**config.mk**
```make
export PLATFORM = sky130hd
export DESIGN_NAME = gpio_pwm_ctrl_flat
export DESIGN_NICKNAME = d
export VERILOG_FILES = /design/src/rtl/gpio_pwm_ctrl_if.sv /design/src/rtl/gpio_pwm_ctrl.sv /design/src/flat_wrapper.sv
export SDC_FILE = /design/constraint.sdc
export NUM_CORES = 1
export LEC_CHECK = 0
export BUFFER_PORTS_ARGS = -buffer_cell sky130_fd_sc_hd__clkbuf_2
export CORE_MARGIN = 2
export CORE_UTILIZATION = 59
export DETAILED_ROUTE_END_ITERATION = 12
export PLACE_DENSITY_LB_ADDON = 0.08
export SLEW_MARGIN = 20
export SYNTH_ARGS = -nofsm -noshare
export SYNTH_HDL_FRONTEND = slang
export SYNTH_SLANG_ARGS = --single-unit
```
**constraint.sdc**
```tcl
create_clock -name Clk -period 3.01 [get_ports Clk]
set_clock_uncertainty 0.15 [all_clocks]
set_input_delay 0.4515 -clock Clk [delete_from_list [all_inputs] [get_ports Clk]]
set_output_delay 0.4515 -clock Clk [all_outputs]
set_load 0.05 [all_outputs]
```
**src/rtl/gpio_pwm_ctrl_if.sv**
```systemverilog
// Command/response bus between the SPI command decoder and the pin controller.
interface gpio_pwm_ctrl_if;
  logic [7:0]  Cmd;
  logic [7:0]  Addr;
  logic [31:0] Data;
  logic        AddrStrobe;
  logic        DataStrobe;
  logic [31:0] Rd_Data;
  logic        Rd_Valid;

  modport master (
    output Cmd, Addr, Data, AddrStrobe, DataStrobe,
    input  Rd_Data, Rd_Valid
  );

  modport slave (
    input  Cmd, Addr, Data, AddrStrobe, DataStrobe,
    output Rd_Data, Rd_Valid
  );
endinterface

```
**src/rtl/gpio_pwm_ctrl.sv**
```systemverilog
// GPIO/PWM pin controller: per-pin mode/output/edge-interrupt state,
// synchronised input sampling and a registered read-back path.
module gpio_pwm_ctrl #(
  parameter int   NUM_PORTS = 8,
  parameter int   PWM_PORTS = 4,
  localparam int  NPINS     = 8 * NUM_PORTS,
  localparam int  PWM_W     = (PWM_PORTS == 0) ? 1 : 8 * PWM_PORTS
) (
  input  logic               Clk,
  input  logic               Reset_n,
  gpio_pwm_ctrl_if.slave     bus,
  input  logic [PWM_W-1:0]   PWM,
  input  logic [NPINS-1:0]   Pin_In,
  output logic [NPINS-1:0]   Pin_Out,
  output logic [NPINS-1:0]   Pin_Oe,
  output logic               Irq
);

  localparam int NWORDS   = (NPINS + 31) / 32;
  localparam int PWM_PINS = 8 * PWM_PORTS;

  // Local copies of the bus inputs
  logic [7:0]  cmd;
  logic [7:0]  addr;
  logic [31:0] data;
  logic        addr_strobe;
  logic        data_strobe;

  assign cmd         = bus.Cmd;
  assign addr        = bus.Addr;
  assign data        = bus.Data;
  assign addr_strobe = bus.AddrStrobe;
  assign data_strobe = bus.DataStrobe;

  // Operand range checks: pin index and word index must address real pins.
  logic pin_ok;
  logic word_ok;

  assign pin_ok  = ({1'b0, addr[5:0]} < 7'(NPINS));
  assign word_ok = (addr < 8'(NWORDS));

  // Flattened per-pin state for the read mux and interrupt OR
  logic [NPINS-1:0] out_all;
  logic [NPINS-1:0] sync_all;
  logic [NPINS-1:0] flag_all;
  logic [NPINS-1:0] rmask_all;
  logic [NPINS-1:0] mode_hi_all;
  logic [NPINS-1:0] mode_lo_all;

  // Arming counter: edge detection only starts once the synchroniser has
  // flushed the reset value, so a pad already high at release is not an edge.
  logic [1:0] arm_q, arm_d;
  logic       armed;

  assign armed = (arm_q == 2'd3);

  // Arm counter next state: count up and saturate
  always_comb begin
    arm_d = armed ? arm_q : arm_q + 2'd1;
  end

  // Arm counter register
  always_ff @(posedge Clk or negedge Reset_n) begin
    if (!Reset_n) begin
      arm_q <= 2'd0;
    end else begin
      arm_q <= arm_d;
    end
  end

  for (genvar gi = 0; gi < NPINS; gi++) begin : g_pin
    localparam int WI     = gi / 32;
    localparam int BI     = gi % 32;
    localparam bit PWM_OK = (gi < PWM_PINS);

    logic [1:0] mode_q, mode_d;
    logic       out_q, out_d;
    logic       rmask_q, rmask_d;
    logic       fmask_q, fmask_d;
    logic       flag_q, flag_d;
    logic       meta_q, meta_d;
    logic       sync_q, sync_d;
    logic       prev_q, prev_d;
    logic       pwm_pin;
    logic       pin_hit;
    logic       word_hit;
    logic       rise;
    logic       fall;
    logic       edge_set;

    if (gi < PWM_PINS) begin : g_pwm
      assign pwm_pin = PWM[gi];
    end else begin : g_nopwm
      assign pwm_pin = 1'b0;
    end

    assign pin_hit  = addr_strobe && (addr[5:0] == 6'(gi));
    assign word_hit = data_strobe && word_ok && (addr[0] == 1'(WI));
    assign rise     = sync_q & ~prev_q;
    assign fall     = ~sync_q & prev_q;
    assign edge_set = armed && (mode_q == 2'b00) &&
                      ((rise && rmask_q) || (fall && fmask_q));

    // Per-pin next state: mode/out/mask writes, sticky flag with set-over-clear
    always_comb begin
      mode_d = mode_q;
      if (pin_hit) begin
        case (cmd)
          8'h08: mode_d = 2'b00;
          8'h09: mode_d = 2'b01;
          8'h0A: if (PWM_OK) mode_d = 2'b10;
          8'h0B: if (PWM_OK) mode_d = 2'b11;
          default: mode_d = mode_q;
        endcase
      end

      out_d = out_q;
      if (word_hit && (cmd == 8'h0D)) out_d = data[BI];
      if (pin_hit && (cmd == 8'h19))  out_d = 1'b1;
      if (pin_hit && (cmd == 8'h1A))  out_d = 1'b0;

      rmask_d = (word_hit && (cmd == 8'h15)) ? data[BI] : rmask_q;
      fmask_d = (word_hit && (cmd == 8'h16)) ? data[BI] : fmask_q;

      flag_d = flag_q;
      if (word_hit && (cmd == 8'h18) && data[BI]) flag_d = 1'b0;
      if (edge_set) flag_d = 1'b1;

      meta_d = Pin_In[gi];
      sync_d = meta_q;
      prev_d = sync_q;
    end

    // Per-pin state registers
    always_ff @(posedge Clk or negedge Reset_n) begin
      if (!Reset_n) begin
        mode_q  <= 2'b00;
        out_q   <= 1'b0;
        rmask_q <= 1'b0;
        fmask_q <= 1'b0;
        flag_q  <= 1'b0;
        meta_q  <= 1'b0;
        sync_q  <= 1'b0;
        prev_q  <= 1'b0;
      end else begin
        mode_q  <= mode_d;
        out_q   <= out_d;
        rmask_q <= rmask_d;
        fmask_q <= fmask_d;
        flag_q  <= flag_d;
        meta_q  <= meta_d;
        sync_q  <= sync_d;
        prev_q  <= prev_d;
      end
    end

    // Pad drive: PWM passes straight through with no register in the path
    assign Pin_Oe[gi]  = |mode_q;
    assign Pin_Out[gi] = (mode_q == 2'b01) ? out_q    :
                         (mode_q == 2'b11) ? pwm_pin  :
                         (mode_q == 2'b10) ? ~pwm_pin : 1'b0;

    assign out_all[gi]     = out_q;
    assign sync_all[gi]    = sync_q;
    assign flag_all[gi]    = flag_q;
    assign rmask_all[gi]   = rmask_q;
    assign mode_hi_all[gi] = mode_q[1];
    assign mode_lo_all[gi] = mode_q[0];
  end

  // Zero-extend to two full words so pad bits above NPINS read as 0
  logic [63:0] out_ext, sync_ext, flag_ext, rmask_ext, mode_hi_ext, mode_lo_ext;

  assign out_ext     = 64'(out_all);
  assign sync_ext    = 64'(sync_all);
  assign flag_ext    = 64'(flag_all);
  assign rmask_ext   = 64'(rmask_all);
  assign mode_hi_ext = 64'(mode_hi_all);
  assign mode_lo_ext = 64'(mode_lo_all);

  function automatic logic [31:0] pick_word(input logic [63:0] v, input logic sel);
    return sel ? v[63:32] : v[31:0];
  endfunction

  logic [31:0] rd_data_q, rd_data_d;
  logic        rd_valid_q, rd_valid_d;
  logic        irq_q, irq_d;

  // Read decode: one-cycle valid pulse, data held until the next read
  always_comb begin
    rd_valid_d = 1'b0;
    rd_data_d  = rd_data_q;
    if (addr_strobe) begin
      case (cmd)
        8'h0C: begin
          rd_valid_d = 1'b1;
          rd_data_d  = pin_ok ? {30'b0, mode_hi_ext[addr[5:0]], mode_lo_ext[addr[5:0]]} : 32'b0;
        end
        8'h11: begin
          rd_valid_d = 1'b1;
          rd_data_d  = word_ok ? pick_word(out_ext, addr[0]) : 32'b0;
        end
        8'h13: begin
          rd_valid_d = 1'b1;
          rd_data_d  = word_ok ? pick_word(sync_ext, addr[0]) : 32'b0;
        end
        8'h17: begin
          rd_valid_d = 1'b1;
          rd_data_d  = word_ok ? pick_word(flag_ext, addr[0]) : 32'b0;
        end
        8'h1B: begin
          rd_valid_d = 1'b1;
          rd_data_d  = word_ok ? pick_word(rmask_ext, addr[0]) : 32'b0;
        end
        8'hFF: begin
          rd_valid_d = 1'b1;
          rd_data_d  = 32'h0002_0000 | 32'(NUM_PORTS);
        end
        default: begin
          rd_valid_d = 1'b0;
          rd_data_d  = rd_data_q;
        end
      endcase
    end
    irq_d = |flag_all;
  end

  // Read response and interrupt registers
  always_ff @(posedge Clk or negedge Reset_n) begin
    if (!Reset_n) begin
      rd_data_q  <= 32'b0;
      rd_valid_q <= 1'b0;
      irq_q      <= 1'b0;
    end else begin
      rd_data_q  <= rd_data_d;
      rd_valid_q <= rd_valid_d;
      irq_q      <= irq_d;
    end
  end

  assign bus.Rd_Data  = rd_data_q;
  assign bus.Rd_Valid = rd_valid_q;
  assign Irq          = irq_q;

endmodule
```
**src/flat_wrapper.sv**
```systemverilog
// flat-port wrapper written by rule: the top's interface ports become plain ports
module gpio_pwm_ctrl_flat 
#(
  parameter int   NUM_PORTS = 8,
  parameter int   PWM_PORTS = 4,
  localparam int  NPINS     = 8 * NUM_PORTS,
  localparam int  PWM_W     = (PWM_PORTS == 0) ? 1 : 8 * PWM_PORTS
)
  (Clk, Reset_n, PWM, Pin_In, Pin_Out, Pin_Oe, Irq, bus_Cmd, bus_Addr, bus_Data, bus_AddrStrobe, bus_DataStrobe, bus_Rd_Data, bus_Rd_Valid);
  gpio_pwm_ctrl_if bus_i ();
  input  logic Clk;
  input  logic Reset_n;
  input  logic [PWM_W-1:0] PWM;
  input  logic [NPINS-1:0] Pin_In;
  output logic [NPINS-1:0] Pin_Out;
  output logic [NPINS-1:0] Pin_Oe;
  output logic Irq;
  input wire logic [$bits(bus_i.Cmd)-1:0] bus_Cmd;
  input wire logic [$bits(bus_i.Addr)-1:0] bus_Addr;
  input wire logic [$bits(bus_i.Data)-1:0] bus_Data;
  input wire logic [$bits(bus_i.AddrStrobe)-1:0] bus_AddrStrobe;
  input wire logic [$bits(bus_i.DataStrobe)-1:0] bus_DataStrobe;
  output wire logic [$bits(bus_i.Rd_Data)-1:0] bus_Rd_Data;
  output wire logic [$bits(bus_i.Rd_Valid)-1:0] bus_Rd_Valid;
  assign bus_i.Cmd = bus_Cmd;
  assign bus_i.Addr = bus_Addr;
  assign bus_i.Data = bus_Data;
  assign bus_i.AddrStrobe = bus_AddrStrobe;
  assign bus_i.DataStrobe = bus_DataStrobe;
  assign bus_Rd_Data = bus_i.Rd_Data;
  assign bus_Rd_Valid = bus_i.Rd_Valid;
  gpio_pwm_ctrl #(.NUM_PORTS(NUM_PORTS), .PWM_PORTS(PWM_PORTS)) u_core (.Clk(Clk), .Reset_n(Reset_n), .bus(bus_i), .PWM(PWM), .Pin_In(Pin_In), .Pin_Out(Pin_Out), .Pin_Oe(Pin_Oe), .Irq(Irq));
endmodule
```
# --- Word level (Yosys, flattened, before mapping) ---
# Cells that the tools add are included.
word_totals:
  ff_bits: 612
  latch_bits: 0
  ram_bits: 0
  romBits: 0
  in_bits: 148
  elab_cells: 2523
  mem_count: 0
op_classes:
  add_sub_neg: 1
  mul: 0
  n_div: 0
  n_lt_le_gt_ge: 2
  n_eq_ne: 272
  n_shift: 0
  mux: 529
  bitwise: 289
  reduce_logical: 914
ops:
  columns: ["cell", "n"]
  rows:
  - ["1-bit logical AND", 523]
  - ["1-bit two-way mux", 516]
  - ["2-bit equality test, second input constant", 129]
  - ["32-bit two-way mux", 8]
  - ["6-bit equality test, second input constant", 32]
  - ["32-bit one-hot mux with 6 select lines", 1]
  - ["3-bit nonzero test", 64]
  - ["1-bit NOT", 161]
  - ["2-bit AND reduction", 65]
  - ["2-bit nonzero test", 65]
  - ["1-bit AND", 128]
  - ["2-bit by 1-bit equality test with 1-bit output, second input constant", 64]
  - ["2-bit logical NOT", 64]
  - ["2-bit OR reduction", 64]
  - ["6-bit by 5-bit equality test with 1-bit output, second input constant", 16]
  - ["8-bit by 5-bit equality test with 1-bit output, second input constant", 9]
  - ["1-bit logical OR", 64]
  - ["64-bit OR reduction", 1]
  - ["6-bit by 4-bit equality test with 1-bit output, second input constant", 8]
  - ["8-bit by 4-bit equality test with 1-bit output, second input constant", 6]
  - ["6-bit by 3-bit equality test with 1-bit output, second input constant", 4]
  - ["1-bit binary-select mux with 6-bit select", 2]
  - ["6-bit by 2-bit equality test with 1-bit output, second input constant", 2]
  - ["8-bit equality test, second input constant", 1]
  - ["10 further kinds", 10]

# --- Logic depth before layout (Yosys ltp) ---
logic_depth:
  ltp_word: 7
  ltp_mapped: 11
  depth_no_buf: 6

# --- Worst setup path before layout ---
# OpenSTA, ideal clock, no wires.
synth_timing:
  path_kind: "input to register"
  start: "input port bus_Addr[0]"
  end: "register u_core.rd_data_q[1], in the netlist u_core.bus.Rd_Data[1]"
  setup_time_ns: 0.125
  t_arrival_ns: 2.127
  required_ns: 2.735
  setup_slack_ns: 0.608
  path_stages: 8
  path_cell_list: "buf_6 -> buf_12 -> buf_2 -> mux4_2 -> mux4_2 -> a22oi_2 -> o22ai_1 -> mux2_2"
synth_between:
  elab_chain_cells: 3
  elab_cells_between_ends: 12
synth_lines:
  columns: ["item", "line_no", "text"]
  rows:
  - ["start, declared", "flat_wrapper.sv:19", "input wire logic [$bits(bus_i.Addr)-1:0] bus_Addr;"]
  - ["1-bit binary-select mux with 6-bit select, or another cell as far along", "gpio_pwm_ctrl.sv:197", "rd_data_d = pin_ok ? {30'b0, mode_hi_ext[addr[5:0]], mode_lo_ext[addr[5:0]]} : 32'b0;"]
  - ["1-bit two-way mux (implied by the code), or another cell as far along", "gpio_pwm_ctrl.sv:197", null]
  - ["32-bit one-hot mux with 6 select lines (*)", "gpio_pwm_ctrl.sv:194", "case (cmd)"]
  - ["end signal, assigned", "gpio_pwm_ctrl.sv:235", "rd_data_q <= rd_data_d;"]
  - ["end, declared", "gpio_pwm_ctrl.sv:185", "logic [31:0] rd_data_q, rd_data_d;"]
# Every way passes the cells marked *; elsewhere a longest branch is shown, timed or not. The select of a mux whose other input is x is not followed.
# A chain may end at the register's enable or synchronous reset.

# --- Worst setup path after layout ---
layout_timing:
  start: "register u_core.g_pin[5].mode_q[1]"
  end: "output port Pin_Oe[5]"
layout_between:
  elab_chain_cells: 1
layout_lines:
  columns: ["item", "line_no", "text"]
  rows:
  - ["start, declared", "gpio_pwm_ctrl.sv:76", "logic [1:0] mode_q, mode_d;"]
  - ["start signal, assigned", "gpio_pwm_ctrl.sv:146", "mode_q <= mode_d;"]
  - ["2-bit OR reduction", "gpio_pwm_ctrl.sv:158", "assign Pin_Oe[gi] = |mode_q;"]
  - ["end, declared", "flat_wrapper.sv:16", "output logic [NPINS-1:0] Pin_Oe;"]
# No other way between the ends.

==> impl_metrics.yaml <==
logic_synthesis:
  ys_ff_latch: 580
  post_synth.cell_area_avg_sq_um: 11.4
  synth.most_common_cell: "dfrtp_1"
  yosys.cell_types.count: 57
  synth_nets: 2421
  synth_enable_flop_cells: 0
  top_area_cell_type_share_of_the_netlist_area: 0.559
  yosysWarnings: 0
  primary_flip_flop_cell_chosen_by_synthesis_mapping: "dfrtp_1"
  synth-seq-area-share: 0.559
  synth.top_cells.by_count: "dfrtp_1, nand2_1, mux2_2"
  ys_async_sr_fraction: 1.00
  synthTopCellsByArea: "dfrtp_1, mux2_2, nand2_1, a32o_1, a22oi_1"
  synthesis.instances: 2272
  netlist_area_sq_um: 26000
  synth_largest_area_cell: "dfrtp_1"
clock_network:
  latest_clock_arrival_within_the_worst_skew_pair_ns: 0.64
  postCtsSetupBuffers: 0
  number_of_levels_the_h_tree_was_split_into: 2
  clk_pin_slew_worst_paths_ns: 0.07
  cts_buffer_depth: 3
  clock-sinks: 580
  tritoncts: "built"
  cts_resized: 0
  cts_made_buffers: 59
  cts_root_buf: "clkbuf_16"
layout:
  final_layout_size_suffix_gt1_frac: 0.285
  finish.net_count: 2843
  syn2layout_area_growth_pct: 21.5
  finalCoreUtilization: 0.729
  finished_layout_cell_area_sq_um: 31500
floorplan:
  die-area_sq_um: 45700
  initial_core_util: 0.600
  die-height_microns: 214
  design.portCount: 310
  fp.dieW_microns: 214
  fp-row-count: 76
  fp.coreArea_sq_um: 43300
global_routing:
  number_of_global_route_vias_before_repair: 21500
  grt_first_pass_wirelength_mm: 140
  grtUsageTotal: 0.425
  grt_overflow: 0
  grt_max_degree: 90
  antenna_violations_before_repair: 3
pwr:
  p_clk_frac: 0.456
  switching_power_w: 0.00392
  report.power.total_w: 0.0166
  power.share.switching: 0.237
  share_comb_of_total_power: 0.058
  power.leakage_nw: 14.6
  power_per_unit_of_standard_cell_area_nw_per_um2: 525
  peakVddDrop_uv: 666
  intPower_w: 0.0126
  share_seq_of_total_power: 0.487
timing:
  setup_slack_ns: 0.312
  worst_slew_margin_rel: 0.423
  drv_slew: 0
  tightest_slew_ns: 0.857
  post-route-period-util: 0.896
  final_period_minus_worst_setup_slack_ns: 2.70
  finalSetupViolCount: 0
  grt_setup_unrepaired: "no"
  maxClockFrequency_mhz: 371
  finalHoldViolCount: 0
placed_design:
  finalWeightedCongestion: 0.945
  preCtsSetupSlack_ns: -0.0783
  place.detailed.hpwl_mm: 66.6
  placed_area_sq_um: 28900
  place.port_buffers: 309
routing:
  drt_pass1_iterations: 6
  vias_per_cell: 6.62
  detail_route.drc_violations: 0
  route.final.wire_length_mm: 95.7
  via_count: 22100
  wl_per_cell_microns: 28.7
  detail-route-antenna-nets: 0
  initialDrtViolationCount: 2701
worst_setup_path:
  worst_setup_path_start_kind: "flip-flop"
  worstSetupEndpointType: "output pin"
  critical_path_class: "flip-flop to output pin"
  crit_fanout: 5
  worstPathRequired_ns: 2.41
  cp.arrival_ns: 2.10
hold_path:
  hold_path.class: "input pin to flip-flop"
flow_run:
  cap_violations: 0
outcome:
  run_status: "completed"
## worst max-delay path: stages, from the launching register on
cell      delay (ns)
dfrtp_1         0.43
nor2_1          0.65
inv_1           0.11
clkbuf_2        0.27
## cells by family after synthesis
kind of cell / Yosys count / synth area share
flip-flops: 580 / 0.559
AO/OA/AOI/OAI: 460 / 0.136
AND/OR/NAND/NOR: 697 / 0.121
buffers and inverters: 205 / 0.0353
multiplexers: 298 / 0.138
XOR/XNOR: 31 / 0.0105
adder cells (fa/ha/maj): 1 / 0.000482
## per-stage QoR
step / TNS, ns / cells / hold slack (ns)
2_1_floorplan: 0 / 2272 / 0.00591
3_3_place_gp: 0 / 3153 / 0.181
3_5_place_dp: -3.10 / 3153 / 0.185
4_1_cts: 0 / 3327 / 0.0168
5_1_grt: 0 / 3328 / 0.0478
6_report: 0 / 3330 / 0.0504
## worst paths after layout
kind	start	to	slack (ns)	cells after the start
hold / removal	bus_Data[0]	u_core.g_pin[32].fmask_q	0.05	2
min in group asynchronous	Reset_n	u_core.g_pin[12].mode_q[0]	0.20	2
max in group asynchronous	Reset_n	u_core.g_pin[25].prev_d	1.47	3
hold reg to reg	u_core.g_pin[4].meta_q	u_core.g_pin[4].prev_d	0.19	0
setup reg to reg	u_core.g_pin[28].flag_q	u_core.Irq	0.39	3
setup / recovery	u_core.g_pin[5].mode_q[1]	Pin_Oe[5]	0.31	3
## repair_timing
item / CTS / global route
hold endpoints to repair: 104 / 0
endpoints found under the setup margin: 0 / 0
hold buffers: 65 / 0
## placed cells by master (no fill, tap or decap), types with 68 or more instances in the layout
master and instances:
inv_1 70, clkbuf_2 306, nand2_1 418, a22oi_1 68, dfrtp_1 580, buf_4 98
a32o_1 94, mux2_2 222, o21ai_0 83, nor2_1 105
## layer usage
layer  routed length (microns)  share of wire  up-vias  global-route usage
met1                     37400           0.39    11100               0.600
met5                        23        0.00024        -                   0
met2                     40700           0.43     1551               0.599
met3                     13100           0.14      275               0.143
met4                      4440          0.046        4               0.188
li1                          -              -     9139                   -
## power by group through the flow
stage | clock network [W] | logic [W] | registers, W
floorplan | 0 | 0.000293 | 0.00818
global placement | 0 | 0.000853 | 0.00819
detailed placement | 0 | 0.000865 | 0.00820
CTS | 0.00761 | 0.000936 | 0.00806
global route | 0.00793 | 0.00101 | 0.00807
finish | 0.00755 | 0.000957 | 0.00806
## flip-flops by register name, indices dropped and copies added (netlist names)
signal / cells
u_core.bus.Rd_Valid: 1
u_core.arm_q: 2
u_core.g_pin.out_q: 64
u_core.g_pin.flag_q: 64
u_core.g_pin.meta_q: 64
u_core.bus.Rd_Data: 32
u_core.g_pin.fmask_q: 64
u_core.g_pin.prev_d: 64
u_core.Irq: 1
u_core.g_pin.prev_q: 64
u_core.g_pin.mode_q: 96
u_core.g_pin.rmask_q: 64
## layout make-up
type                            instances  area [sq um]
Fill cell                            2994         11700
Inverter                               70           263
Timing Repair Buffer                  496          3440
Antenna cell                            3          7.51
Sequential cell                       580         14500
Clock inverter                         19           267
Clock buffer                           90          1720
Tap cell                              585           732
Multi-Input combinational cell       1487         10600
No activity file was read; power rests on OpenSTA's default activity.
